**src/rtl/mar_pkg.sv**
```systemverilog
// Shared definitions for the memory address register generator.
//   op_e      : 3-bit operation encodings driven on the op port
//   sel_width : default select width for a given number of load sources
package mar_pkg;

  typedef enum logic [2:0] {
    OP_HOLD    = 3'd0,
    OP_LOAD    = 3'd1,
    OP_INC     = 3'd2,
    OP_DEC     = 3'd3,
    OP_SAVE    = 3'd4,
    OP_RESTORE = 3'd5,
    OP_CLEAR   = 3'd6,
    OP_RSVD    = 3'd7
  } op_e;

  // A single source still needs a 1-bit select port.
  function automatic int unsigned sel_width(input int unsigned n);
    return (n <= 1) ? 1 : $clog2(n);
  endfunction

endpackage

```
**src/rtl/mar_next_addr.sv**
```systemverilog
// Combinational step logic for INC/DEC with a programmable inclusive upper bound.
//   cur       in  ADDR_W  current address
//   limit     in  ADDR_W  inclusive upper bound
//   op        in  op_e    requested operation (only INC/DEC change the address)
//   nxt       out ADDR_W  stepped address
//   hit_bound out 1       the step ran into a bound
module mar_next_addr
  import mar_pkg::*;
#(
  parameter int unsigned ADDR_W    = 4,
  parameter int unsigned WRAP_MODE = 1
) (
  input  logic [ADDR_W-1:0] cur,
  input  logic [ADDR_W-1:0] limit,
  input  op_e               op,
  output logic [ADDR_W-1:0] nxt,
  output logic              hit_bound
);

  always_comb begin
    nxt       = cur;
    hit_bound = 1'b0;
    case (op)
      OP_INC: begin
        // Bound check comes first so cur + 1 can never overflow past limit.
        if (cur >= limit) begin
          nxt       = (WRAP_MODE != 0) ? '0 : limit;
          hit_bound = 1'b1;
        end else begin
          nxt = cur + ADDR_W'(1);
        end
      end
      OP_DEC: begin
        if (cur == '0) begin
          nxt       = (WRAP_MODE != 0) ? limit : '0;
          hit_bound = 1'b1;
        end else if (cur > limit) begin
          // An out-of-range loaded value snaps back into range.
          nxt = limit;
        end else begin
          nxt = cur - ADDR_W'(1);
        end
      end
      default: ;
    endcase
  end

endmodule

```
**src/rtl/mar_gen.sv**
```systemverilog
// Memory address register with selectable load sources, bounded up/down
// stepping, a one-deep save/restore shadow and one-cycle status pulses.
//   clk         in  1            clock
//   clr         in  1            synchronous active-high reset
//   d_in        in  NSRC*ADDR_W  packed load sources, source i at [i*ADDR_W +: ADDR_W]
//   select      in  SEL_W        load source index
//   g1, g2      in  1            enables, both must be high
//   op          in  3            operation code (mar_pkg::op_e)
//   limit       in  ADDR_W       inclusive upper bound
//   mar_out     out ADDR_W       registered address
//   saved_valid out 1            shadow holds a saved address
//   bound       out 1            pulse: INC/DEC hit a bound
//   err         out 1            pulse: illegal request ignored
module mar_gen
  import mar_pkg::*;
#(
  parameter int unsigned ADDR_W    = 4,
  parameter int unsigned NSRC      = 4,
  parameter int unsigned SEL_W     = sel_width(NSRC),
  parameter int unsigned WRAP_MODE = 1
) (
  input  logic                   clk,
  input  logic                   clr,
  input  logic [NSRC*ADDR_W-1:0] d_in,
  input  logic [SEL_W-1:0]       select,
  input  logic                   g1,
  input  logic                   g2,
  input  logic [2:0]             op,
  input  logic [ADDR_W-1:0]      limit,
  output logic [ADDR_W-1:0]      mar_out,
  output logic                   saved_valid,
  output logic                   bound,
  output logic                   err
);

  logic [ADDR_W-1:0] mar_q, mar_d;
  logic [ADDR_W-1:0] shadow_q, shadow_d;
  logic              valid_q, valid_d;
  logic              bound_q, bound_d;
  logic              err_q, err_d;
  logic [ADDR_W-1:0] src_addr, step_addr;
  logic              src_ok, step_bound, en;
  op_e               op_c;

  assign en   = g1 & g2;
  assign op_c = op_e'(op);

  // Source mux; src_ok stays low when select points past the last source.
  always_comb begin
    src_addr = '0;
    src_ok   = 1'b0;
    for (int unsigned i = 0; i < NSRC; i++) begin
      if (32'(select) == i) begin
        src_addr = d_in[i*ADDR_W +: ADDR_W];
        src_ok   = 1'b1;
      end
    end
  end

  mar_next_addr #(
    .ADDR_W   (ADDR_W),
    .WRAP_MODE(WRAP_MODE)
  ) u_next_addr (
    .cur      (mar_q),
    .limit    (limit),
    .op       (op_c),
    .nxt      (step_addr),
    .hit_bound(step_bound)
  );

  always_comb begin
    mar_d    = mar_q;
    shadow_d = shadow_q;
    valid_d  = valid_q;
    bound_d  = 1'b0;
    err_d    = 1'b0;
    if (en) begin
      unique case (op_c)
        OP_HOLD: ;
        OP_LOAD: begin
          if (src_ok) mar_d = src_addr;
          else        err_d = 1'b1;
        end
        OP_INC, OP_DEC: begin
          mar_d   = step_addr;
          bound_d = step_bound;
        end
        OP_SAVE: begin
          shadow_d = mar_q;
          valid_d  = 1'b1;
        end
        OP_RESTORE: begin
          if (valid_q) begin
            mar_d   = shadow_q;
            valid_d = 1'b0;
          end else begin
            err_d = 1'b1;
          end
        end
        OP_CLEAR: mar_d = '0;
        OP_RSVD:  err_d = 1'b1;
      endcase
    end
  end

  always_ff @(posedge clk) begin
    if (clr) begin
      mar_q    <= '0;
      shadow_q <= '0;
      valid_q  <= 1'b0;
      bound_q  <= 1'b0;
      err_q    <= 1'b0;
    end else begin
      mar_q    <= mar_d;
      shadow_q <= shadow_d;
      valid_q  <= valid_d;
      bound_q  <= bound_d;
      err_q    <= err_d;
    end
  end

  assign mar_out     = mar_q;
  assign saved_valid = valid_q;
  assign bound       = bound_q;
  assign err         = err_q;

endmodule

```
**config.mk**
```make
export PLATFORM = sky130hd
export DESIGN_NAME = mar_gen
export DESIGN_NICKNAME = d
export VERILOG_FILES = /design/src/rtl/mar_pkg.sv /design/src/rtl/mar_next_addr.sv /design/src/rtl/mar_gen.sv
export SDC_FILE = /design/constraint.sdc
export NUM_CORES = 1
export LEC_CHECK = 0
export ABC_AREA = 1
export BUFFER_PORTS_ARGS = -buffer_cell sky130_fd_sc_hd__buf_2
export CAP_MARGIN = 20
export CORE_MARGIN = 3
export CORE_UTILIZATION = 48
export CTS_CLUSTER_SIZE = 40
export DETAILED_ROUTE_END_ITERATION = 7
export GPL_TIMING_DRIVEN = 0
export HOLD_SLACK_MARGIN = 0.1
export PLACE_DENSITY = 0.91
export REMOVE_ABC_BUFFERS = 1
export SYNTH_ARGS = -nofsm -noshare
export SYNTH_HDL_FRONTEND = slang
export SYNTH_SLANG_ARGS = --single-unit
```
**constraint.sdc**
```tcl
create_clock -name clk -period 1.6 [get_ports clk]
set_input_delay 0 -clock clk [delete_from_list [all_inputs] [get_ports clk]]
set_output_delay 0 -clock clk [all_outputs]
set_load 0.01 [all_outputs]
```
==> run_results.csv <==
group,metric,value,unit
run_status,status,"completed",
synth,synth_async_sr_flop_share,0,%
synth,avgSynthCellArea,5.99,um^2
critical_path,cp-startpoint,"mar_out[3]",
synth,synth_edf_count,0,
pwr,p_leak,0.694,nW
drt,drt_iter0_drc,46,
clocking,cts_sinks,11,
critical_path,endpoint_kind,"flop",
floorplan,dieHeight,50.3,um
floorplan,core_area,1780,um^2
drt,route.detailed.drc,0,
finish,fillers,150,
clocking,clock_path_buffers,2,
timing,clock_skew,0.00704,ns
timing,finalSetupViolations,0,
critical_path,crit_path_end,"mar_out[3]",
synth,yosysTopAreaCell,"dfxtp_1",
timing,layout_setup_ws,0.0958,ns
timing,whs,0.106,ns
drt,viasPerCell,5.39,
drt,wl,2940,um
synth,ys_warn_count,0,
clocking,cts_root_buf,"clkbuf_4",
timing,tightest_slew,0.490,ns
global_route,gr-usage-met2,40.7,%
synth,yosys_register_bits,11,
global_route,globalRoute.busiestLayer,"met2",
pwr,power_frac_seq,37.9,%
synth,syn_area,941,um^2
drt,wire_per_inst,12.8,um
finish,fin_nets,241,
drt,vias,1239,
global_route,antenna_found_initial,0,
timing,finalHoldViolations,0,
floorplan,io_pins,36,
finish,drive_gt1_share,30.7,%
timing,fin_crit,1.50,ns
place,dp_hpwl,2160,um
place,dp_slack,-0.123,ns
global_route,use_met3,6.23,%
clocking,path_clk_slew,0.06,ns
pwr,combPwrFrac,36.8,%
critical_path,start_kind,"flop",
pwr,cellPowerDensity,583,nW/um^2
critical_path,cp.required,1.78,ns
floorplan,die_area,2530,um^2
critical_path,r2r_start,"mar_out[3]",
pwr,pwr-share-clk,25.3,%
critical_path,r2r.worst_path.cells,12,
finish,post-route-util,74.7,%
floorplan,fp-row-count,15,
finish,antennaDiodeCount,0,
synth,yosys.area.top_type_share,23.4,%
pwr,finalPower,776,uW
place,portBuffers,35,
critical_path,arrival,1.68,ns
timing,fin_setup_tns,0,ns
drt,ant_nets,0,
timing,max_freq,0.665,GHz
global_route,first_global_vias,1155,
critical_path,reg2reg_setup_slack,0.1,ns
place,finalWeightedCongestion,0.904,
finish,area_growth,41.5,%
clocking,cts_buffers,3,
clocking,cts_max_level,1,
global_route,grt.met1_usage,23.9,%
pwr,intPower,500,uW
critical_path,regToRegEndpoint,"mar_out[3]",
pwr,peakVddDrop,0.481,mV
pwr,power_switching,277,uW
synth,ys_types,17,
critical_path,path_max_fanout,5,
synth,ys_seq_area_share,23.4,%
floorplan,die_x,50.3,um
synth,netlist_top_cells_count,"nand2_1, inv_1, nand3_1",
synth,yosysMostFrequentCell,"nand2_1",
synth,synth_cells,157,
synth,ys.flop_type,"dfxtp_1",
run,max_cap_violations,0,
pwr,switching_share,35.6,%
timing,slew_violations,0,
hold_path,hold_path_class,"in2reg",
critical_path,path_class,"reg2reg",
floorplan,start_util,52.8,%
timing,maxSlewHeadroom,67.2,%
global_route,grt_max_degree,10,
drt,first_pass_iters,4,
clocking,cts_tree,"built",
global_route,grt_overflow_total,0,
synth,synth_area_leaders,"dfxtp_1, nand2_1, inv_1",
global_route,globalRouteTotalUtil,23.0,%
global_route,grt_pass1_wl,4510,um
timing,fin_crit_sh,94.0,%
clocking,clk_latency,0.28,ns
==> power groups by stage <==
| stage | clock (mW) | combinational, mW | sequential, mW |
|---|---|---|---|
| after global routing | 0.217 | 0.318 | 0.296 |
| final | 0.196 | 0.286 | 0.294 |
| after CTS | 0.201 | 0.242 | 0.297 |
| after detailed placement | 0 | 0.229 | 0.302 |
| after floorplan | 0 | 0.143 | 0.303 |
| after global placement | 0 | 0.219 | 0.301 |
==> metrics by stage <==
stage | instance area (um^2) | std cells
after floorplan | 941 | 157
after global placement | 1150 | 217
after detailed placement | 1150 | 217
after CTS | 1230 | 226
after global routing | 1330 | 230
final | 1330 | 230
==> worst min path at each step <==
| stage | from | endpoint | slack (ns) | depth (start not counted) |
|---|---|---|---|---|
| 4_1_cts | op[2] | err | 0.10 | 5 |
| 3_3_place_gp | clr | saved_valid | 0.25 | 2 |
| 2_1_floorplan | clr | saved_valid | 0.07 | 1 |
| 6_report | op[2] | err | 0.11 | 5 |
| 3_5_place_dp | clr | saved_valid | 0.26 | 2 |
| 5_1_grt | op[2] | err | 0.13 | 5 |
==> logic make-up (layout without fill, tap and decap cells) <==
group,after synthesis,count (layout),synth area share [%]
XOR/XNOR,3,3,2.79
AO/OA/AOI/OAI,23,23,12.6
AND/OR/NAND/NOR,85,85,41.6
flip-flops,11,11,23.4
buffers and inverters,29,77,11.6
adder cells (fa/ha/maj),6,6,7.98
==> registers in the layout, indices dropped and copies added, names as in the netlist <==
name and count:
shadow_q 4, err 1, bound 1, saved_valid 1
mar_out 4
==> layout by cell type, fill, tap and decap left out, types with 4 or more instances in the layout <==
| cell type | count |
|---|---|
| nand2_1 | 37 |
| buf_2 | 35 |
| inv_1 | 25 |
| nand3_1 | 20 |
| a21oi_1 | 15 |
| nor2_1 | 10 |
| nand4_1 | 9 |
| dfxtp_1 | 7 |
| o21ai_0 | 5 |
| dlygate4sd3_1 | 5 |
| buf_4 | 4 |
==> worst max-delay path, stage by stage (launching register included) <==
cell and delay (ns):
dfxtp_2 0.36, ha_4 0.28, nand2_1 0.04, inv_1 0.10
nand2_2 0.09, nand2_4 0.08, nand2_4 0.07, nand2_4 0.08
nand2_1 0.05, nand3_1 0.06, nand3_1 0.07, nand2_1 0.07
inv_1 0.04
==> cell type report <==
cell class | instances | area, um^2 | area share, %
Timing Repair Buffer | 44 | 255 | 19.2
Sequential cell | 11 | 233 | 17.5
Multi-Input combinational cell | 117 | 674 | 50.7
Tap cell | 25 | 31.3 | 2.35
Clock buffer | 4 | 26.3 | 1.97
Inverter | 29 | 111 | 8.36
==> per-layer routing <==
metal	vias to the layer above	part of all wire, %
met2	56	50
met1	563	40
met3	11	6.5
li1	609	-
met4	0	2.8
met5	-	0
==> timing repair <==
item,CTS,global route
pin swaps,0,2
endpoints found under the setup margin,4,4
gates resized for setup,5,19
setup buffers,0,4
hold buffers,5,0
hold endpoints to repair,7,0
(Power assumes the default switching activity.)
